## config.mk

```make
export PLATFORM = sky130hd
export DESIGN_NAME = icache_axi_rd_flat
export DESIGN_NICKNAME = d
export VERILOG_FILES = /design/src/rtl/icache_axi_rd_pkg.sv /design/src/rtl/icache_axi_rd_if.sv /design/src/rtl/icache_axi_rd.sv /design/src/flat_wrapper.sv
export SDC_FILE = /design/constraint.sdc
export NUM_CORES = 1
export LEC_CHECK = 0
export ABC_CLOCK_PERIOD_IN_PS = 2100
export CORE_MARGIN = 1.5
export CORE_UTILIZATION = 47
export DETAILED_ROUTE_END_ITERATION = 8
export GPL_TIMING_DRIVEN = 0
export PLACE_DENSITY = 0.91
export REMOVE_ABC_BUFFERS = 1
export SLEW_MARGIN = 0
export SYNTH_ARGS = -nofsm -noshare
export SYNTH_HDL_FRONTEND = slang
export SYNTH_SLANG_ARGS = --single-unit
```

## constraint.sdc

```tcl
create_clock -name clk_g -period 2.1 [get_ports clk_g]
set_input_delay 0.42 -clock clk_g [delete_from_list [all_inputs] [get_ports clk_g]]
set_output_delay 0.42 -clock clk_g [all_outputs]
set_load 0.02 [all_outputs]
```

## src/rtl/icache_axi_rd_pkg.sv

```systemverilog
// Shared types and AXI constants for the instruction-cache AXI read bridge.
package icache_axi_rd_pkg;

    typedef enum logic [1:0] {
        IDLE,
        AR,
        R,
        DONE
    } state_t;

    localparam logic [1:0] BURST_INCR = 2'b01;
    localparam logic [2:0] SIZE_4B    = 3'b010;
    localparam logic [1:0] RESP_OKAY  = 2'b00;
    localparam logic [3:0] ARCACHE_WB = 4'b1111;
    localparam logic [3:0] ARCACHE_UC = 4'b0000;
    localparam logic [2:0] PROT_INSN  = 3'b100;

    typedef struct packed {
        logic [31:0] addr;
        logic        uncached;
    } req_t;

endpackage

```

## src/rtl/icache_axi_rd_if.sv

```systemverilog
// AXI4 read-channel bundle (AR + R) between the bridge and the interconnect.
interface icache_axi_rd_if #(
    parameter int ID_WIDTH   = 4,
    parameter int DATA_WIDTH = 32
);
    logic [ID_WIDTH-1:0]   arid;
    logic [31:0]           araddr;
    logic [7:0]            arlen;
    logic [2:0]            arsize;
    logic [1:0]            arburst;
    logic [1:0]            arlock;
    logic [3:0]            arcache;
    logic [2:0]            arprot;
    logic                  arvalid;
    logic                  arready;
    logic [ID_WIDTH-1:0]   rid;
    logic [DATA_WIDTH-1:0] rdata;
    logic [1:0]            rresp;
    logic                  rlast;
    logic                  rvalid;
    logic                  rready;

    modport master (
        output arid, araddr, arlen, arsize, arburst, arlock, arcache, arprot, arvalid, rready,
        input  arready, rid, rdata, rresp, rlast, rvalid
    );

    modport slave (
        input  arid, araddr, arlen, arsize, arburst, arlock, arcache, arprot, arvalid, rready,
        output arready, rid, rdata, rresp, rlast, rvalid
    );
endinterface

```

## src/rtl/icache_axi_rd.sv

```systemverilog
// AXI4 read master for I-cache refills (4-beat INCR) and uncached fetches (1 beat);
// gathers R beats into one line-wide return word with a single-cycle ret_valid.
//
// state | meaning
// IDLE  | ready for a request, rd_rdy high
// AR    | arvalid high, address fields held from request regs
// R     | rready high, collecting beats until rlast
// DONE  | ret_valid pulse, bus_err reports accumulated error
module icache_axi_rd
    import icache_axi_rd_pkg::*;
#(
    parameter int LINE_WORD_NUM = 4,
    parameter int DATA_WIDTH    = 32,
    parameter int ID_WIDTH      = 4,
    parameter int ARID_VAL      = 0
) (
    input  logic                                clk_g,
    input  logic                                rst,
    input  logic                                rd_req,
    input  logic                                rd_uncache,
    input  logic [31:0]                         rd_addr,
    output logic                                rd_rdy,
    output logic                                ret_valid,
    output logic [LINE_WORD_NUM*DATA_WIDTH-1:0] ret_data,
    output logic                                bus_err,
    icache_axi_rd_if.master                     axi
);

    localparam int CNT_W = (LINE_WORD_NUM > 1) ? $clog2(LINE_WORD_NUM) : 1;
    typedef logic [CNT_W-1:0] cnt_t;
    localparam cnt_t LAST_SLOT = cnt_t'(LINE_WORD_NUM - 1);

    state_t state;
    req_t   req;
    cnt_t   beat_cnt;
    logic   last_filled;
    logic   err_flag;
    logic   arvalid_q;
    logic   rready_q;

    cnt_t   slot;
    cnt_t   exp_last;
    logic   beat_err;
    logic   len_err;

    assign axi.arid    = ID_WIDTH'(ARID_VAL);
    assign axi.araddr  = req.addr;
    assign axi.arlen   = req.uncached ? 8'd0 : 8'(LINE_WORD_NUM - 1);
    assign axi.arsize  = SIZE_4B;
    assign axi.arburst = BURST_INCR;
    assign axi.arlock  = 2'b00;
    assign axi.arcache = req.uncached ? ARCACHE_UC : ARCACHE_WB;
    assign axi.arprot  = PROT_INSN;
    assign axi.arvalid = arvalid_q;
    assign axi.rready  = rready_q;

    // Uncached data always lands in the top slot, where the cache looks for it.
    always_comb begin
        slot     = req.uncached ? LAST_SLOT : beat_cnt;
        exp_last = req.uncached ? '0 : LAST_SLOT;
        beat_err = (axi.rresp != RESP_OKAY) || last_filled;
        len_err  = axi.rlast && (last_filled || (beat_cnt != exp_last));
    end

    always_ff @(posedge clk_g) begin
        if (rst) begin
            state       <= IDLE;
            req         <= '0;
            beat_cnt    <= '0;
            last_filled <= 1'b0;
            err_flag    <= 1'b0;
            rd_rdy      <= 1'b1;
            arvalid_q   <= 1'b0;
            rready_q    <= 1'b0;
            ret_valid   <= 1'b0;
            bus_err     <= 1'b0;
            ret_data    <= '0;
        end else begin
            ret_valid <= 1'b0;
            bus_err   <= 1'b0;
            case (state)
                IDLE: begin
                    if (rd_req && rd_rdy) begin
                        req         <= '{addr: rd_addr, uncached: rd_uncache};
                        beat_cnt    <= '0;
                        last_filled <= 1'b0;
                        err_flag    <= 1'b0;
                        ret_data    <= '0;
                        rd_rdy      <= 1'b0;
                        arvalid_q   <= 1'b1;
                        state       <= AR;
                    end
                end
                AR: begin
                    if (axi.arready) begin
                        arvalid_q <= 1'b0;
                        rready_q  <= 1'b1;
                        state     <= R;
                    end
                end
                R: begin
                    if (axi.rvalid) begin
                        ret_data[int'(slot)*DATA_WIDTH +: DATA_WIDTH] <= axi.rdata;
                        // Counter saturates; only rlast ends the burst.
                        if (beat_cnt != LAST_SLOT) beat_cnt <= beat_cnt + 1'b1;
                        else                       last_filled <= 1'b1;
                        if (beat_err || len_err) err_flag <= 1'b1;
                        if (axi.rlast) begin
                            rready_q  <= 1'b0;
                            ret_valid <= 1'b1;
                            bus_err   <= err_flag || beat_err || len_err;
                            state     <= DONE;
                        end
                    end
                end
                DONE: begin
                    rd_rdy <= 1'b1;
                    state  <= IDLE;
                end
                default: state <= IDLE;
            endcase
        end
    end

endmodule
```

## src/flat_wrapper.sv

```systemverilog
// flat-port wrapper written by rule: the top's interface ports become plain ports
module icache_axi_rd_flat import icache_axi_rd_pkg::*;
#(
    parameter int LINE_WORD_NUM = 4,
    parameter int DATA_WIDTH    = 32,
    parameter int ID_WIDTH      = 4,
    parameter int ARID_VAL      = 0
)
  (clk_g, rst, rd_req, rd_uncache, rd_addr, rd_rdy, ret_valid, ret_data, bus_err, axi_arid, axi_araddr, axi_arlen, axi_arsize, axi_arburst, axi_arlock, axi_arcache, axi_arprot, axi_arvalid, axi_rready, axi_arready, axi_rid, axi_rdata, axi_rresp, axi_rlast, axi_rvalid);
  icache_axi_rd_if #(.ID_WIDTH(ID_WIDTH), .DATA_WIDTH(DATA_WIDTH)) axi_i ();
  input  logic clk_g;
  input  logic rst;
  input  logic rd_req;
  input  logic rd_uncache;
  input  logic [31:0] rd_addr;
  output logic rd_rdy;
  output logic ret_valid;
  output logic [LINE_WORD_NUM*DATA_WIDTH-1:0] ret_data;
  output logic bus_err;
  output wire logic [$bits(axi_i.arid)-1:0] axi_arid;
  output wire logic [$bits(axi_i.araddr)-1:0] axi_araddr;
  output wire logic [$bits(axi_i.arlen)-1:0] axi_arlen;
  output wire logic [$bits(axi_i.arsize)-1:0] axi_arsize;
  output wire logic [$bits(axi_i.arburst)-1:0] axi_arburst;
  output wire logic [$bits(axi_i.arlock)-1:0] axi_arlock;
  output wire logic [$bits(axi_i.arcache)-1:0] axi_arcache;
  output wire logic [$bits(axi_i.arprot)-1:0] axi_arprot;
  output wire logic [$bits(axi_i.arvalid)-1:0] axi_arvalid;
  output wire logic [$bits(axi_i.rready)-1:0] axi_rready;
  input wire logic [$bits(axi_i.arready)-1:0] axi_arready;
  input wire logic [$bits(axi_i.rid)-1:0] axi_rid;
  input wire logic [$bits(axi_i.rdata)-1:0] axi_rdata;
  input wire logic [$bits(axi_i.rresp)-1:0] axi_rresp;
  input wire logic [$bits(axi_i.rlast)-1:0] axi_rlast;
  input wire logic [$bits(axi_i.rvalid)-1:0] axi_rvalid;
  assign axi_arid = axi_i.arid;
  assign axi_araddr = axi_i.araddr;
  assign axi_arlen = axi_i.arlen;
  assign axi_arsize = axi_i.arsize;
  assign axi_arburst = axi_i.arburst;
  assign axi_arlock = axi_i.arlock;
  assign axi_arcache = axi_i.arcache;
  assign axi_arprot = axi_i.arprot;
  assign axi_arvalid = axi_i.arvalid;
  assign axi_rready = axi_i.rready;
  assign axi_i.arready = axi_arready;
  assign axi_i.rid = axi_rid;
  assign axi_i.rdata = axi_rdata;
  assign axi_i.rresp = axi_rresp;
  assign axi_i.rlast = axi_rlast;
  assign axi_i.rvalid = axi_rvalid;
  icache_axi_rd #(.LINE_WORD_NUM(LINE_WORD_NUM), .DATA_WIDTH(DATA_WIDTH), .ID_WIDTH(ID_WIDTH), .ARID_VAL(ARID_VAL)) u_core (.clk_g(clk_g), .rst(rst), .rd_req(rd_req), .rd_uncache(rd_uncache), .rd_addr(rd_addr), .rd_rdy(rd_rdy), .ret_valid(ret_valid), .ret_data(ret_data), .bus_err(bus_err), .axi(axi_i));
endmodule
```

==> After elaboration in Yosys (flattened, before gate mapping) <==
Cells that the tools add are included.
Widths: inputs -> output; s select.
{ "totals": {"regBits": 172, "inputBits": 77, "out_inout_bits": 191, "wordCells": 88} }
{ "classes": {"addsub": 2, "eq_ne": 12, "n_shift": 2, "n_mux": 33, "bitwise_logic": 3, "reduce_logical": 24} }
{ "op_table": {"columns": ["operator", "count"], "rows": [
  ["$mux 128", 2],
  ["$pmux 128 s2", 1],
  ["$bwmux 128", 1],
  ["$shift 32x33->128 const A", 1],
  ["$shiftx 32x33->128", 1],
  ["$neg 7->33", 1],
  ["$mux 2", 10],
  ["$reduce_and 4->1", 5],
  ["$mux 1", 11],
  ["$ne 2x2->1 const B", 5],
  ["$pmux 1 s2", 5],
  ["$reduce_bool 2->1", 5],
  ["$pmux 2 s4", 1],
  ["$ne 2x1->1 const B", 3],
  ["$reduce_and 3->1", 2],
  ["$logic_or 1x1->1", 5],
  ["$eq 2x2->1 const B", 2],
  ["$mux 4", 1],
  ["$pmux 2 s2", 1],
  ["$reduce_and 2->1", 2],
  ["$reduce_or 4->1", 1],
  ["$not 1->1", 3],
  ["$reduce_or 3->1", 1],
  ["$add 2x1->2 const B", 1],
  ["4 further kinds", 5]
]} }

==> Longest topological paths before layout <==
{ "logic_depth": {"word_depth": 8, "ltp_mapped": 9, "depth_no_buf": 7} }

==> Worst setup path after synthesis <==
OpenSTA, ideal clock, no wires.
{ "synth_path": {"path_type": "flip-flop to flip-flop", "startpoint": "register u_core.req[0] in the netlist's numbering", "endpoint": "register u_core.ret_data[34]", "setup_ns": 0.072, "arrival_time_ns": 1.886, "t_required_ns": 2.028, "path_slack_ns": 0.143, "path_stages_with_launch": 9, "n_path_buf": 2, "period_less_slack_ns": 1.957, "cell_sequence": "dfxtp_1 > inv_1 > ha_1 > ha_1 > and4bb_1 > clkbuf_2 > buf_2 > nand3_1 > mux2i_1"} }
{ "synth_via": {"elab_chain_cells": 6, "elab_cells_between_ends": 7, "cone_classes": "add/sub (1); shift (2); mux (4)"} }
{ "synth_rtl": {"columns": ["element", "line", "text"], "rows": [
  ["start: declaration", "icache_axi_rd.sv:34", "req_t req;"],
  ["start signal: assignment", "icache_axi_rd.sv:84", "req <= '{addr: rd_addr, uncached: rd_uncache};"],
  ["$mux 2 (*)", "icache_axi_rd.sv:59", "slot = req.uncached ? LAST_SLOT : beat_cnt;"],
  ["$neg 7->33 (*)", "icache_axi_rd.sv:103", "ret_data[int'(slot)*DATA_WIDTH +: DATA_WIDTH] <= axi.rdata;"],
  ["$shiftx 32x33->128 / $shift 32x33->128 (equally long branches)", "icache_axi_rd.sv:103", null],
  ["$bwmux 128 (*)", "icache_axi_rd.sv:103", null],
  ["$mux 128 (*)", "icache_axi_rd.sv:102", "if (axi.rvalid) begin"],
  ["$pmux 128 s2 (*)", "icache_axi_rd.sv:81", "case (state)"],
  ["end signal: indexed assignment", "icache_axi_rd.sv:103", null],
  ["end: declaration", "icache_axi_rd.sv:24", "output logic [LINE_WORD_NUM*DATA_WIDTH-1:0] ret_data,"]
]} }
Every way passes the cells marked *; elsewhere a longest branch is shown, timed or not. The select of a mux whose other input is x is not followed.
A chain may end at the register's enable or synchronous reset.

==> Worst setup path after layout <==
{ "layout_path": {"startpoint": "register u_core.rd_rdy", "endpoint": "output port rd_rdy"} }
{ "layout_lines": {"columns": ["element", "line", "text"], "rows": [
  ["start: declaration", "icache_axi_rd.sv:22", "output logic rd_rdy,"],
  ["start signal: assignment", "icache_axi_rd.sv:72", "rd_rdy <= 1'b1;"],
  ["start signal: assignment", "icache_axi_rd.sv:89", "rd_rdy <= 1'b0;"],
  ["start signal: assignment", "icache_axi_rd.sv:117", "rd_rdy <= 1'b1;"],
  ["end: declaration", "flat_wrapper.sv:16", "output logic rd_rdy;"]
]} }
No word-level cell between the ends.

==> qor.txt <==
Outcome - finished clean
Largest net degree at the start of global routing - 156
Clock buffer depth - 2
Synth async-reset ratio - 0
Routability cong. - 0.7457
Layout area overhead - 37.95%
Starting Density - 0.4777
Post-route insts no fill - 1282
Final Power - 11.96 mW
Share of cells above drive strength 1 - 0.07947
Detailed-route wire length per cell - 18.74 um
Worst path arrival time - 1.61 ns
Syn_area_per_cell - 9.475 um^2
Die ar. - 18200 um^2
GR Overflow Total - 0
Pins Over Slew Limit - 0
Vias post-DR - 6700
CTS tree - built
CTS Sinks - 172
Via/cell ratio - 5.226
Layout Nets - 1133
Peak Freq - 0.4918 GHz
Final setup TNS - 0 ns
Num rows - 48
Worst-Skew Late Latency - 0.42 ns
Post-route ant nets - 0
Yosys cell types - 42
First-pass GRT wire length - 35990 um
Slowest cell on the critical path - clkdlybuf4s50_1
Final setup margin - 0.06655 ns
Critical path fanouts, max - 6
Fill cell count - 1306
Skew final - 0.01413 ns
Max-cap violations - 0
Ys flop type - dfxtp_1
Clock edge transition at the registers on the reported setup and hold paths - 0.07 ns
Post-synthesis register bit count - 172
YS warnings - 0
Placed insts - 1224
Worst Setup End Kind - output port
Area post-placement - 10170 um^2
Seq/Total Area, Yosys - 0.4211
Die Ht - 134.9 um
Chip width - 134.9 um
Leak - 4.277 nW
Critical path buffers and inverters - 1
IO Count - 268
Root buffer cell - clkbuf_16
Initial DRC Count - 301
Hold Path Class - in -> reg
Drt first pass iters - 4
Crit path kind - reg -> out
Synthesized cell area - 8177 um^2
Hold buffers post-CTS - 0
DRC violations left - 0
Critical path's largest stage delay - 0.69 ns
Total wire length - 24030 um
Total track usage - 0.2589
Worst path cell trace - clkdlybuf4s50_1
Mapped Cells - 863
Number of global-route vias before repair - 6413
CP delay by family, top - buffers and inverters
Worst Path Required - 1.68 ns
Pre-CTS setup slack - -0.6540 ns
Final Cycle Share - 0.9683
Antenna Cells - 0
Post-DP HPWL - 13980 um
Worst VDD drop - 0.9003 mV
Final critical-path required period - 2.033 ns
Core Area - 17120 um^2
Port bufs - 243
CTS Buf Count - 17
H-tree levels - 4
Total power density per cell area - 1060 nW/um^2
Post-route cell area - 11280 um^2
Number of flops mapped to enable cells by yosys - 0
Initial antenna violation count - 0
Startpoint Class - flop
Final hold violation count - 0
Final setup violation count - 0
power breakdown:
| group | switching, mW | internal [mW] | total (mW) |
|---|---|---|---|
| registers | 0.125 | 3.46 | 3.59 |
| clock network | 1.41 | 1.67 | 3.08 |
| logic | 2.95 | 2.34 | 5.29 |
| total | 4.49 | 7.47 | 12.0 |
worst reg2reg max path: stages (launching register included):
cell	delay [ns]
dfxtp_1	0.41
inv_1	0.11
ha_4	0.23
ha_2	0.43
and4_4	0.47
nand3b_1	0.15
mux2i_1	0.13
path summary, 6_finish.rpt:
kind | startpoint | to | slack (ns) | depth (start not counted)
worst max register to register | u_core.beat_cnt[0]$_SDFFE_PP0P_ | u_core.ret_data[17]$_SDFFE_PP0P_ | 0.10 | 6
worst min register to register | u_core.axi.araddr[11]$_SDFFE_PP0P_ | u_core.axi.araddr[11]$_SDFFE_PP0P_ | 0.45 | 2
worst min-delay path | rst | u_core.axi.araddr[9]$_SDFFE_PP0P_ | 0.39 | 2
worst max-delay path | u_core.rd_rdy$_SDFFE_PP1P_ | rd_rdy | 0.07 | 1
repair_timing:
item | 4_1_cts | 5_1_grt
resized for setup | 21 | 6
pin swaps | 8 | 3
setup buffers | 12 | 8
gates cloned | 6 | 0
endpoints found under the setup margin | 164 | 163
logic make-up (layout without fill, tap and decap cells):
family	after synthesis	after routing	synth area share
AND/OR/NAND/NOR	352	358	0.2407
flip-flops	172	172	0.4211
buffers and inverters	138	308	0.1166
adder cells (fa/ha/maj)	12	12	0.01836
multiplexers	130	130	0.1598
other	2	20	0.0009185
AO/OA/AOI/OAI	57	57	0.04254
registers in the layout, summed over array words and instances, names as in the netlist:
signal,flops
u_core.req,1
u_core.rd_rdy,1
u_core.last_filled,1
u_core.axi.araddr,32
u_core.bus_err,1
u_core.ret_valid,1
u_core.axi.arvalid,1
u_core.beat_cnt,2
u_core.ret_data,128
u_core.axi.rready,1
u_core.state,2
u_core.err_flag,1
stage by stage:
stage,util,hold WS (ns)
detailed placement,0.5944,0.4462
global placement,0.5860,0.4418
finish,0.6590,0.3884
floorplan,-,0.4288
CTS,0.6497,0.3585
global route,0.6590,0.4023
layer usage:
layer	global-route usage	up-vias	part of all wire
li1	-	3210	-
met1	0.3078	3191	0.41
met2	0.4365	265	0.48
met3	0.09234	34	0.095
met4	0.08303	0	0.018
met5	0	-	0
layout make-up:
type	instances	area, um^2	share of cell area
clock inverter	13	136.4	0.01209
tap	225	281.5	0.02496
timing repair buffer	269	2924	0.2592
sequential	172	3443	0.3053
clock buffer	19	432.9	0.03838
inverter	7	28.78	0.002551
multi-input combinational	577	4033	0.3575
layout by cell type (no fill, tap or decap), types with 2 or more instances in the layout:
cell             synthesis  final
nand3_4                  1      3
clkinvlp_4               0      3
buf_12                   6     22
inv_8                    0      2
nand2_1                 73     73
conb_1                   2     20
ha_4                     0      2
buf_4                   59      3
mux2i_1                129    129
and4bb_4                 0      4
and4b_4                  0      2
ha_1                    12      8
a21oi_1                 38     38
inv_1                    7      6
nor2b_1                  2      2
nand2b_1               130    130
a31oi_1                  3      3
nor2_4                   0      2
clkdlybuf4s50_1          0    242
a211o_4                  0      3
and4_4                   0      2
nor2_1                   3      2
dfxtp_1                172    172
a311oi_1                 2      2
clkbuf_16                0     17
ha_2                     0      2
clkinv_4                 0      5
clkbuf_1                28      2
inv_6                    0      2
nand3_1                 98     97
nor3_1                   2      2
nand3b_1                32     32
cell usage after synthesis, types with 2 or more instances:
library cell	count	area share
buf_6	11	0.015
dfxtp_1	172	0.42
inv_1	7	0.0032
nand2_1	73	0.034
mux2i_1	129	0.16
nor3_1	2	0.0012
clkbuf_1	28	0.013
buf_2	26	0.016
and4b_1	2	0.0024
nand3_1	98	0.060
a21oi_1	38	0.023
conb_1	2	0.00092
nor2_1	3	0.0014
nor2b_1	2	0.0015
buf_12	6	0.015
and4bb_1	2	0.0031
buf_4	59	0.054
o21ai_1	2	0.0012
a311oi_1	2	0.0021
nand3b_1	32	0.029
a211o_1	3	0.0032
nand2b_1	130	0.099
ha_1	12	0.018
a31oi_1	3	0.0023
a21bo_1	2	0.0024
Note: power is estimated with default switching activity, not from simulation.
